## config.mk

```make
export PLATFORM = sky130hd
export DESIGN_NAME = muldiv_unit
export DESIGN_NICKNAME = d
export VERILOG_FILES = /design/src/rtl/muldiv_pkg.sv /design/src/rtl/muldiv_iter_step.sv /design/src/rtl/muldiv_unit.sv
export SDC_FILE = /design/constraint.sdc
export NUM_CORES = 1
export LEC_CHECK = 0
export BUFFER_PORTS_ARGS = -buffer_cell sky130_fd_sc_hd__buf_2
export CAP_MARGIN = 5
export CORE_MARGIN = 4
export CORE_UTILIZATION = 25
export DETAILED_ROUTE_END_ITERATION = 8
export PLACE_DENSITY = 0.44
export RECOVER_POWER = 50
export SETUP_SLACK_MARGIN = 0.2
export SYNTH_ARGS = -nofsm -noshare
export SYNTH_HDL_FRONTEND = slang
export SYNTH_SLANG_ARGS = --single-unit
```

## constraint.sdc

```tcl
create_clock -name clk -period 5.1 [get_ports clk]
set_clock_uncertainty 0.1 [all_clocks]
set_input_delay 1.02 -clock clk [delete_from_list [all_inputs] [get_ports clk]]
set_output_delay 1.02 -clock clk [all_outputs]
set_load 0.01 [all_outputs]
```

## src/rtl/muldiv_pkg.sv

```systemverilog
// Shared definitions for the iterative RV32M multiply/divide unit.
//   XLEN_DEFAULT : default operand/result width
//   CNT_W        : width of the iteration counter
//   F3_*         : RV32M funct3 encodings
//   state_e      : control FSM encoding
//   rs1_signed / rs2_signed / is_div_op : funct3 decode helpers
package muldiv_pkg;

    localparam int unsigned XLEN_DEFAULT = 32;
    localparam int unsigned CNT_W        = 6;

    localparam logic [2:0] F3_MUL    = 3'd0;
    localparam logic [2:0] F3_MULH   = 3'd1;
    localparam logic [2:0] F3_MULHSU = 3'd2;
    localparam logic [2:0] F3_MULHU  = 3'd3;
    localparam logic [2:0] F3_DIV    = 3'd4;
    localparam logic [2:0] F3_DIVU   = 3'd5;
    localparam logic [2:0] F3_REM    = 3'd6;
    localparam logic [2:0] F3_REMU   = 3'd7;

    typedef enum logic [1:0] {
        S_IDLE = 2'd0,
        S_CALC = 2'd1,
        S_FIX  = 2'd2,
        S_DONE = 2'd3
    } state_e;

    // Operand A is treated as two's complement for these ops.
    function automatic logic rs1_signed(input logic [2:0] f3);
        return (f3 == F3_MULH) || (f3 == F3_MULHSU) || (f3 == F3_DIV) || (f3 == F3_REM);
    endfunction

    // Operand B is treated as two's complement for these ops.
    function automatic logic rs2_signed(input logic [2:0] f3);
        return (f3 == F3_MULH) || (f3 == F3_DIV) || (f3 == F3_REM);
    endfunction

    function automatic logic is_div_op(input logic [2:0] f3);
        return f3[2];
    endfunction

endpackage

```

## src/rtl/muldiv_iter_step.sv

```systemverilog
// One iteration of the shared {hi,lo} accumulator datapath (combinational).
//   is_div   : 1 = restoring-divide step, 0 = shift-add multiply step
//   opnd     : multiplicand (mul) or divisor (div) magnitude
//   hi, lo   : current accumulator; mul: {partial hi, remaining multiplier},
//              div: {partial remainder, dividend/quotient shifting}
//   hi_nxt_c, lo_nxt_c : accumulator after this step
module muldiv_iter_step
    import muldiv_pkg::*;
#(
    parameter int unsigned XLEN = XLEN_DEFAULT
) (
    input  logic            is_div,
    input  logic [XLEN-1:0] opnd,
    input  logic [XLEN-1:0] hi,
    input  logic [XLEN-1:0] lo,
    output logic [XLEN-1:0] hi_nxt_c,
    output logic [XLEN-1:0] lo_nxt_c
);

    logic [XLEN:0] add_sum;
    logic [XLEN:0] shifted;
    logic [XLEN:0] diff;

    always_comb begin
        add_sum  = {1'b0, hi} + (lo[0] ? {1'b0, opnd} : '0);
        shifted  = {hi, lo[XLEN-1]};
        diff     = shifted - {1'b0, opnd};
        hi_nxt_c = add_sum[XLEN:1];
        lo_nxt_c = {add_sum[0], lo[XLEN-1:1]};
        if (is_div) begin
            // Top bit of diff is the borrow: set means the trial subtract failed.
            if (!diff[XLEN]) begin
                hi_nxt_c = diff[XLEN-1:0];
                lo_nxt_c = {lo[XLEN-2:0], 1'b1};
            end else begin
                hi_nxt_c = shifted[XLEN-1:0];
                lo_nxt_c = {lo[XLEN-2:0], 1'b0};
            end
        end
    end

endmodule

```

## src/rtl/muldiv_unit.sv

```systemverilog
// Iterative RV32M multiply/divide unit with a one-cycle register-file write-back pulse.
//   clk, rst_n            : clock, asynchronous active-low reset
//   start, kill           : launch (sampled in IDLE) / abort in-flight op
//   funct3                : RV32M op select
//   rs1_data, rs2_data    : operands A / B
//   rd_addr_in            : destination captured at start
//   busy                  : high from accepted start until the DONE cycle ends
//   done                  : one-cycle completion pulse
//   RegWEn, rd_addr, rd_data : register-file write port
// Build option: MULDIV_FAST_MUL_EN selects a single-cycle combinational
// multiplier for MUL* ops; divide stays iterative either way.
module muldiv_unit
    import muldiv_pkg::*;
#(
    parameter int unsigned XLEN = XLEN_DEFAULT
) (
    input  logic            clk,
    input  logic            rst_n,
    input  logic            start,
    input  logic            kill,
    input  logic [2:0]      funct3,
    input  logic [XLEN-1:0] rs1_data,
    input  logic [XLEN-1:0] rs2_data,
    input  logic [4:0]      rd_addr_in,
    output logic            busy,
    output logic            done,
    output logic            RegWEn,
    output logic [4:0]      rd_addr,
    output logic [XLEN-1:0] rd_data
);

    localparam logic [XLEN-1:0] SIGNED_MIN = {1'b1, {(XLEN-1){1'b0}}};

    state_e            state_q, state_d;
    logic [CNT_W-1:0]  cnt_q, cnt_d;
    logic [2:0]        op_q, op_d;
    logic [XLEN-1:0]   opnd_q, opnd_d;
    logic [XLEN-1:0]   hi_q, hi_d;
    logic [XLEN-1:0]   lo_q, lo_d;
    logic              neg_q, neg_d;
    logic              busy_d, done_d, regwen_d;
    logic [4:0]        rd_addr_d;
    logic [XLEN-1:0]   rd_data_d;

    // Operand sign / magnitude decode on the incoming request.
    logic              a_neg, b_neg, res_neg;
    logic [XLEN-1:0]   a_mag, b_mag;
    logic              div_zero, div_ovf;
    logic [XLEN-1:0]   special_res;

    always_comb begin
        a_neg    = rs1_signed(funct3) & rs1_data[XLEN-1];
        b_neg    = rs2_signed(funct3) & rs2_data[XLEN-1];
        a_mag    = a_neg ? -rs1_data : rs1_data;
        b_mag    = b_neg ? -rs2_data : rs2_data;
        // Signed remainder follows the dividend sign only.
        res_neg  = (funct3 == F3_REM) ? a_neg : (a_neg ^ b_neg);
        div_zero = is_div_op(funct3) && (rs2_data == '0);
        div_ovf  = ((funct3 == F3_DIV) || (funct3 == F3_REM)) &&
                   (rs1_data == SIGNED_MIN) && (rs2_data == '1);
        if (div_zero) begin
            special_res = funct3[1] ? rs1_data : '1;
        end else begin
            special_res = funct3[1] ? '0 : SIGNED_MIN;
        end
    end

`ifdef MULDIV_FAST_MUL_EN
    // Sign-extend both operands to 2*XLEN; the truncated product is exact mod 2^(2*XLEN).
    logic signed [2*XLEN-1:0] fast_a, fast_b, fast_prod;
    logic [XLEN-1:0]          fast_res;

    always_comb begin
        fast_a    = {{XLEN{a_neg}}, rs1_data};
        fast_b    = {{XLEN{b_neg}}, rs2_data};
        fast_prod = fast_a * fast_b;
        fast_res  = (funct3 == F3_MUL) ? fast_prod[XLEN-1:0] : fast_prod[2*XLEN-1:XLEN];
    end
`endif

    // Iteration datapath.
    logic [XLEN-1:0] step_hi, step_lo;

    muldiv_iter_step #(.XLEN(XLEN)) u_step (
        .is_div   (op_q[2]),
        .opnd     (opnd_q),
        .hi       (hi_q),
        .lo       (lo_q),
        .hi_nxt_c (step_hi),
        .lo_nxt_c (step_lo)
    );

    // Sign fix-up and result selection from the finished accumulator.
    logic [2*XLEN-1:0] prod_s;
    logic [XLEN-1:0]   quo_s, rem_s, fix_res;

    always_comb begin
        prod_s = neg_q ? -{hi_q, lo_q} : {hi_q, lo_q};
        quo_s  = neg_q ? -lo_q : lo_q;
        rem_s  = neg_q ? -hi_q : hi_q;
        case (op_q)
            F3_MUL:             fix_res = prod_s[XLEN-1:0];
            F3_DIV, F3_DIVU:    fix_res = quo_s;
            F3_REM, F3_REMU:    fix_res = rem_s;
            default:            fix_res = prod_s[2*XLEN-1:XLEN];
        endcase
    end

    // Next-state and registered-output logic.
    always_comb begin
        state_d   = state_q;
        cnt_d     = cnt_q;
        op_d      = op_q;
        opnd_d    = opnd_q;
        hi_d      = hi_q;
        lo_d      = lo_q;
        neg_d     = neg_q;
        rd_addr_d = rd_addr;
        rd_data_d = rd_data;
        busy_d    = 1'b0;
        done_d    = 1'b0;
        regwen_d  = 1'b0;

        case (state_q)
            S_IDLE: begin
                if (start && !kill) begin
                    op_d      = funct3;
                    rd_addr_d = rd_addr_in;
                    neg_d     = res_neg;
                    cnt_d     = '0;
                    if (div_zero || div_ovf) begin
                        rd_data_d = special_res;
                        state_d   = S_DONE;
                    end
`ifdef MULDIV_FAST_MUL_EN
                    else if (!is_div_op(funct3)) begin
                        rd_data_d = fast_res;
                        state_d   = S_DONE;
                    end
`endif
                    else begin
                        // mul: opnd = multiplicand, lo = multiplier; div: opnd = divisor, lo = dividend.
                        hi_d    = '0;
                        opnd_d  = is_div_op(funct3) ? b_mag : a_mag;
                        lo_d    = is_div_op(funct3) ? a_mag : b_mag;
                        state_d = S_CALC;
                    end
                end
            end
            S_CALC: begin
                hi_d  = step_hi;
                lo_d  = step_lo;
                cnt_d = cnt_q + CNT_W'(1);
                if (cnt_q == CNT_W'(XLEN - 1)) begin
                    state_d = S_FIX;
                end
            end
            S_FIX: begin
                rd_data_d = fix_res;
                state_d   = S_DONE;
            end
            default: begin
                state_d = S_IDLE;
            end
        endcase

        if (kill) begin
            state_d   = S_IDLE;
            rd_data_d = rd_data;
        end

        busy_d   = (state_d != S_IDLE);
        done_d   = (state_d == S_DONE);
        regwen_d = done_d && (rd_addr_d != 5'd0);
    end

    // State and output registers.
    always_ff @(posedge clk or negedge rst_n) begin
        if (!rst_n) begin
            state_q <= S_IDLE;
            cnt_q   <= '0;
            op_q    <= '0;
            opnd_q  <= '0;
            hi_q    <= '0;
            lo_q    <= '0;
            neg_q   <= 1'b0;
            busy    <= 1'b0;
            done    <= 1'b0;
            RegWEn  <= 1'b0;
            rd_addr <= '0;
            rd_data <= '0;
        end else begin
            state_q <= state_d;
            cnt_q   <= cnt_d;
            op_q    <= op_d;
            opnd_q  <= opnd_d;
            hi_q    <= hi_d;
            lo_q    <= lo_d;
            neg_q   <= neg_d;
            busy    <= busy_d;
            done    <= done_d;
            RegWEn  <= regwen_d;
            rd_addr <= rd_addr_d;
            rd_data <= rd_data_d;
        end
    end

endmodule

```

### Word level (Yosys, flattened, before mapping)

Index checks and enable logic that the tools add are counted.

| operators by class | value |
|---|---|
| reductions and logical operators | 27 |
| equality and inequality tests | 17 |
| bitwise gates (word level) | 5 |
| multiplexer cells | 35 |
| add/sub/neg operators | 8 |

Operators by type and width:

| operator | count |
|---|---|
| $mux W32 | 19 |
| $pmux W32 S2 | 3 |
| $neg A32 Y32 | 4 |
| $pmux W32 S3 | 1 |
| $eq A32 B32 Y1 const B | 2 |
| $mux W64 | 1 |
| $neg A64 Y64 | 1 |
| $add A32 B33 Y33 | 1 |
| $sub A33 B32 Y33 | 1 |
| $logic_not A32 Y1 | 1 |
| $eq A3 B3 Y1 const B | 6 |
| $pmux W6 S2 | 1 |
| $mux W5 | 2 |
| $mux W2 | 4 |
| $logic_or A1 B1 Y1 | 7 |
| $add A6 B1 Y6 const B | 1 |
| $eq A6 B5 Y1 const B | 1 |
| $mux W6 | 1 |
| $ne A2 B2 Y1 const B | 3 |
| $pmux W2 S3 | 1 |
| $reduce_and A3 Y1 | 2 |
| $reduce_bool A2 Y1 | 3 |
| $logic_and A1 B1 Y1 | 5 |
| $reduce_bool A5 Y1 | 1 |
| 14 further kinds | 20 |

| word-level totals | value |
|---|---|
| word-level logic and storage cells | 104 |
| input port bits | 76 |
| register bits after elaboration | 148 |
| output and inout port bits | 40 |

### Longest topological paths before layout

| logic depth | value |
|---|---|
| depth after elaboration | 11 |
| depth in mapped cells | 14 |
| mapped depth without buffers | 13 |

### Modules after synthesis

From an unflattened synthesis, not the netlist that was laid out.

| unflattened totals | value |
|---|---|
| cell total of the unflattened synthesis | 2,010 |
| area, all modules | 15,667.5 sq um |

Modules (own cells, without submodules):

| module | times used | cells each | area an instance (sq um) | sequential area each (sq um) |
|---|---|---|---|---|
| muldiv_unit | 1 | 1,327 | 10,958.0 | 3,703.6 |
| muldiv_iter_step | 1 | 683 | 4,709.5 | 0.0 |

### Least setup slack after synthesis

No wires, ideal clock.

| timing path | value |
|---|---|
| kind | input-to-reg |
| start | input rs1_data[16] |
| end | register rd_data[16] |
| data required time | 4.872 ns |
| stages on the path | 11 |
| data arrival time | 3.514 ns |
| buffers on the path | 2 |
| library setup time | 0.128 ns |
| path slack | 1.357 ns |
| cells stage by stage | or4_4 > or4_4 > nor4b_4 > a32o_2 > a21oi_1 > or3_1 > buf_2 > clkinv_2 > buf_6 > mux2i_1 > o21ai_0 |

| on the way | value |
|---|---|
| cells in the longest elaborated chain, start to end | 6 |
| elaborated cells on any way between the ends | 11 |
| those cells by class | eq/ne (2); mux (5); reduce/logical (4) |

RTL lines:

| what | line | RTL |
|---|---|---|
| from (decl) | muldiv_unit.sv:22 | `input logic [XLEN-1:0] rs1_data,` |
| $eq A32 B32 Y1 | muldiv_unit.sv:60 | `(rs1_data == SIGNED_MIN) && (rs2_data == '1);` |
| $logic_and A1 B1 Y1 | muldiv_unit.sv:59 | `div_ovf = ((funct3 == F3_DIV) \|\| (funct3 == F3_REM)) &&` |
| $logic_and A1 B1 Y1 | muldiv_unit.sv:60 |  |
| $logic_or A1 B1 Y1 | muldiv_unit.sv:131 | `if (div_zero \|\| div_ovf) begin` |
| $ne A2 B2 Y1 (no line) | -- |  |
| $reduce_and A4 Y1 (no line) | -- |  |
| to (signal assigned) | muldiv_unit.sv:204 | `rd_data <= rd_data_d;` |
| to (decl) | muldiv_unit.sv:29 | `output logic [XLEN-1:0] rd_data` |

Several ways; a longest one is shown, not always the timed one. The select of a mux whose other input is x is not followed.
A chain may end at the register's enable or synchronous reset.

### Final worst setup path

| timing path | value |
|---|---|
| start | register lo_q[31] |
| end | register hi_q[15] |

| on the way | value |
|---|---|
| cells in the longest elaborated chain, start to end | 4 |

RTL lines:

| what | line | RTL |
|---|---|---|
| from (decl) | muldiv_unit.sv:39 | `logic [XLEN-1:0] lo_q, lo_d;` |
| from (signal assigned) | muldiv_unit.sv:198 | `lo_q <= lo_d;` |
| $sub A33 B32 Y33 | muldiv_iter_step.sv:27 | `diff = shifted - {1'b0, opnd};` |
| $mux W32 | muldiv_iter_step.sv:32 | `if (!diff[XLEN]) begin` |
| $mux W32 | muldiv_iter_step.sv:30 | `if (is_div) begin` |
| $pmux W32 S2 | muldiv_unit.sv:124 | `case (state_q)` |
| to (signal assigned) | muldiv_unit.sv:197 | `hi_q <= hi_d;` |
| to (decl) | muldiv_unit.sv:38 | `logic [XLEN-1:0] hi_q, hi_d;` |

Every way passes these cells.

==> run metrics <==
status=finished with violations; failing checks=max-capacitance violations, max-slew violations; Setup-failing EPs final=0; io pins=116; clock sink count=148; initial core utilization=0.253; DR vias/cell=5.50; vias in the first global route=14637; placed cell area=16300 sq um; Routed Antenna Nets=0; fin. max-slew vios=83; Syn Inst Count=1993; CTS Buf Count=17; CTS tree=built; Pleak=7.05 nW; chip width=253 microns; post-CTS setup buffers=0; minimum clock period=4.21 ns; critical path endpoint category=flop; Net Count, Synth=2141; Least-Margin Pin Slew=2.45 ns; n_diodes=0; row count=89; maximum VDD drop=327 uV; first-pass GRT wire length=96700 microns; grt total ovfl=0; total wire length=65800 microns; worst min-delay path class=reg -> reg; Worst-path clk slew=0.06 ns; RSZ-0062 raised after global routing=no; largest cells by area after synthesis=dfrtp_1, o21ai_0, ha_1; die area=63800 sq um; Placer Congestion=0.923; Placement Setup Slack=0.784 ns; Max-Cap Viols=1; Root Buffer=clkbuf_16; CTS H-tree depth=4; IO Port Bufs=115; Synth top area share=0.248; DR WL/cell=23.3 microns; YS warnings=0; number of DRC markers in iteration 0=1371; critical path required time=5.31 ns; power per cell area=484 nW/um^2; ys async rst share=1.00; clk_lat worst skew=0.48 ns; CP Launch Type=flop; hold slack=0.379 ns; vias post-DR=15511; Synth Cell Area=15000 sq um; pin count of the biggest net entering global routing=84; hold_buf cts=0; dpl hpwl=51600 microns; Final Hold Viols=0; initial antenna violation count=3; GRT Overall Usage=0.201; CP Class=reg -> reg; Resized Gates After CTS=0; maximum net fanout on the critical path=15; share of cells above drive strength 1=0.102; Synth Register Bits=148; DRC=0; Pre-antenna DRT Iters=6; worst reg-to-reg path cell count=12; Bufs on Longest Clock Path=2; Post-synth EDFFs=0; Worst Hold Depth=2; Rel. slew slack=-0.635; setup ws final=0.888 ns; leading area contributor after synthesis=dfrtp_1; Final Cycle Share=0.826; Core Area=59100 sq um; Layout Nets=2183; height of the die=253 microns; Most used DFF post-synth=dfrtp_1; post-synth cell types=75; Layout area overhead=13.0%; Synth Area per Inst=7.50 sq um; final design area excluding fillers=16900 sq um; max frequency=0.237 GHz; CP arrival=4.42 ns; reg2reg setup slack=0.89 ns; register area share after synthesis=0.248; setup TNS=0 ns
## path summary, 6_finish.rpt
path	startpoint	end
max	lo_q[31]	hi_q[15]
max in group asynchronous	rst_n	hi_q[1]
min	opnd_q[24]	opnd_q[24]
min reg2reg	opnd_q[24]	opnd_q[24]
max reg2reg	lo_q[31]	hi_q[15]
min in group asynchronous	rst_n	opnd_q[11]
## cells in the mapped netlist (all sizes together) (17+ instances only)
cell type  number
dfrtp         148
a21o           31
nand4          27
inv            72
o21ai         203
clkbuf        107
nor2b          17
o211ai         31
xor2           93
nand2         172
nor2          216
ha             70
mux2i          59
nor4           22
o31ai          32
a21oi         173
buf            25
nor3           45
nand3          28
o22ai          20
nand2b         28
a31oi          36
a211oi         48
or3            17
a22oi          18
xnor2          81
## worst max-delay path, stage by stage (launching register included)
cell and delay (ns):
dfrtp_1 0.52, inv_1 0.08, ha_1 0.21, fa_1 0.39
nand2b_1 0.21, a21oi_1 0.28, o41a_1 0.35, o211ai_1 0.21
a211oi_1 0.52, xor2_4 0.44, buf_4 0.36, mux2i_1 0.24
o221ai_1 0.13
## sequential cells by signal (all words and copies together), names as in the netlist
| signal | flops |
|---|---|
| rd_data | 32 |
| lo_q | 32 |
| state_q | 2 |
| RegWEn | 1 |
| busy | 1 |
| hi_q | 32 |
| done | 1 |
| opnd_q | 32 |
| neg_q | 1 |
| op_q | 3 |
| cnt_q | 6 |
| rd_addr | 5 |
## cell usage in the layout (no fill, tap or decap), types with 36 or more instances in the layout
master	n
nor3_1	43
buf_4	38
nor2_1	215
nand2_1	172
mux2i_1	59
inv_1	72
o21ai_0	196
a31oi_1	36
ha_1	70
buf_2	103
xor2_1	92
a21oi_1	171
xnor2_1	81
a211oi_1	48
dfrtp_1	146
## logic make-up (layout without fill, tap and decap cells)
kind of cell,count (synthesis),in the layout,synth area share
buffers and inverters,207,260,0.0550
AO/OA/AOI/OAI,685,685,0.285
AND/OR/NAND/NOR,637,637,0.202
flip-flops,148,148,0.248
multiplexers,70,70,0.0478
adder cells (fa/ha/maj),72,72,0.0612
XOR/XNOR,174,174,0.102
## power by group
group	internal, W	total (W)	switching (W)
registers	0.00142	0.00196	0.000538
clock network	0.000800	0.00135	0.000550
logic	0.00187	0.00486	0.00299
## stage by stage
step / instances / util / total power [W]
global placement: 2789 / 0.276 / 0.00675
CTS: 2819 / 0.286 / 0.00817
finish: 2819 / 0.286 / 0.00817
global route: 2819 / 0.286 / 0.00876
floorplan: 1993 / - / 0.00521
detailed placement: 2789 / 0.276 / 0.00677
## final cells by class
class                           count  area [sq um]
Sequential cell                   148          3710
Timing Repair Buffer              155           871
Multi-Input combinational cell   1638         10500
Tap cell                          773           967
Fill cell                        6382         42200
Inverter                           75           283
Clock inverter                      9           130
Clock buffer                       21           470
## per-layer routing
| layer | GRT usage | wire (microns) | vias to the layer above | share of wire |
|---|---|---|---|---|
| li1 | - | - | 7360 | - |
| met1 | 0.279 | 30400 | 7564 | 0.46 |
| met2 | 0.309 | 29100 | 491 | 0.44 |
| met3 | 0.0382 | 3670 | 94 | 0.056 |
| met4 | 0.0823 | 2580 | 2 | 0.039 |
| met5 | 0 | 13 | - | 0.00020 |
Power figures use the tool's default switching activity.
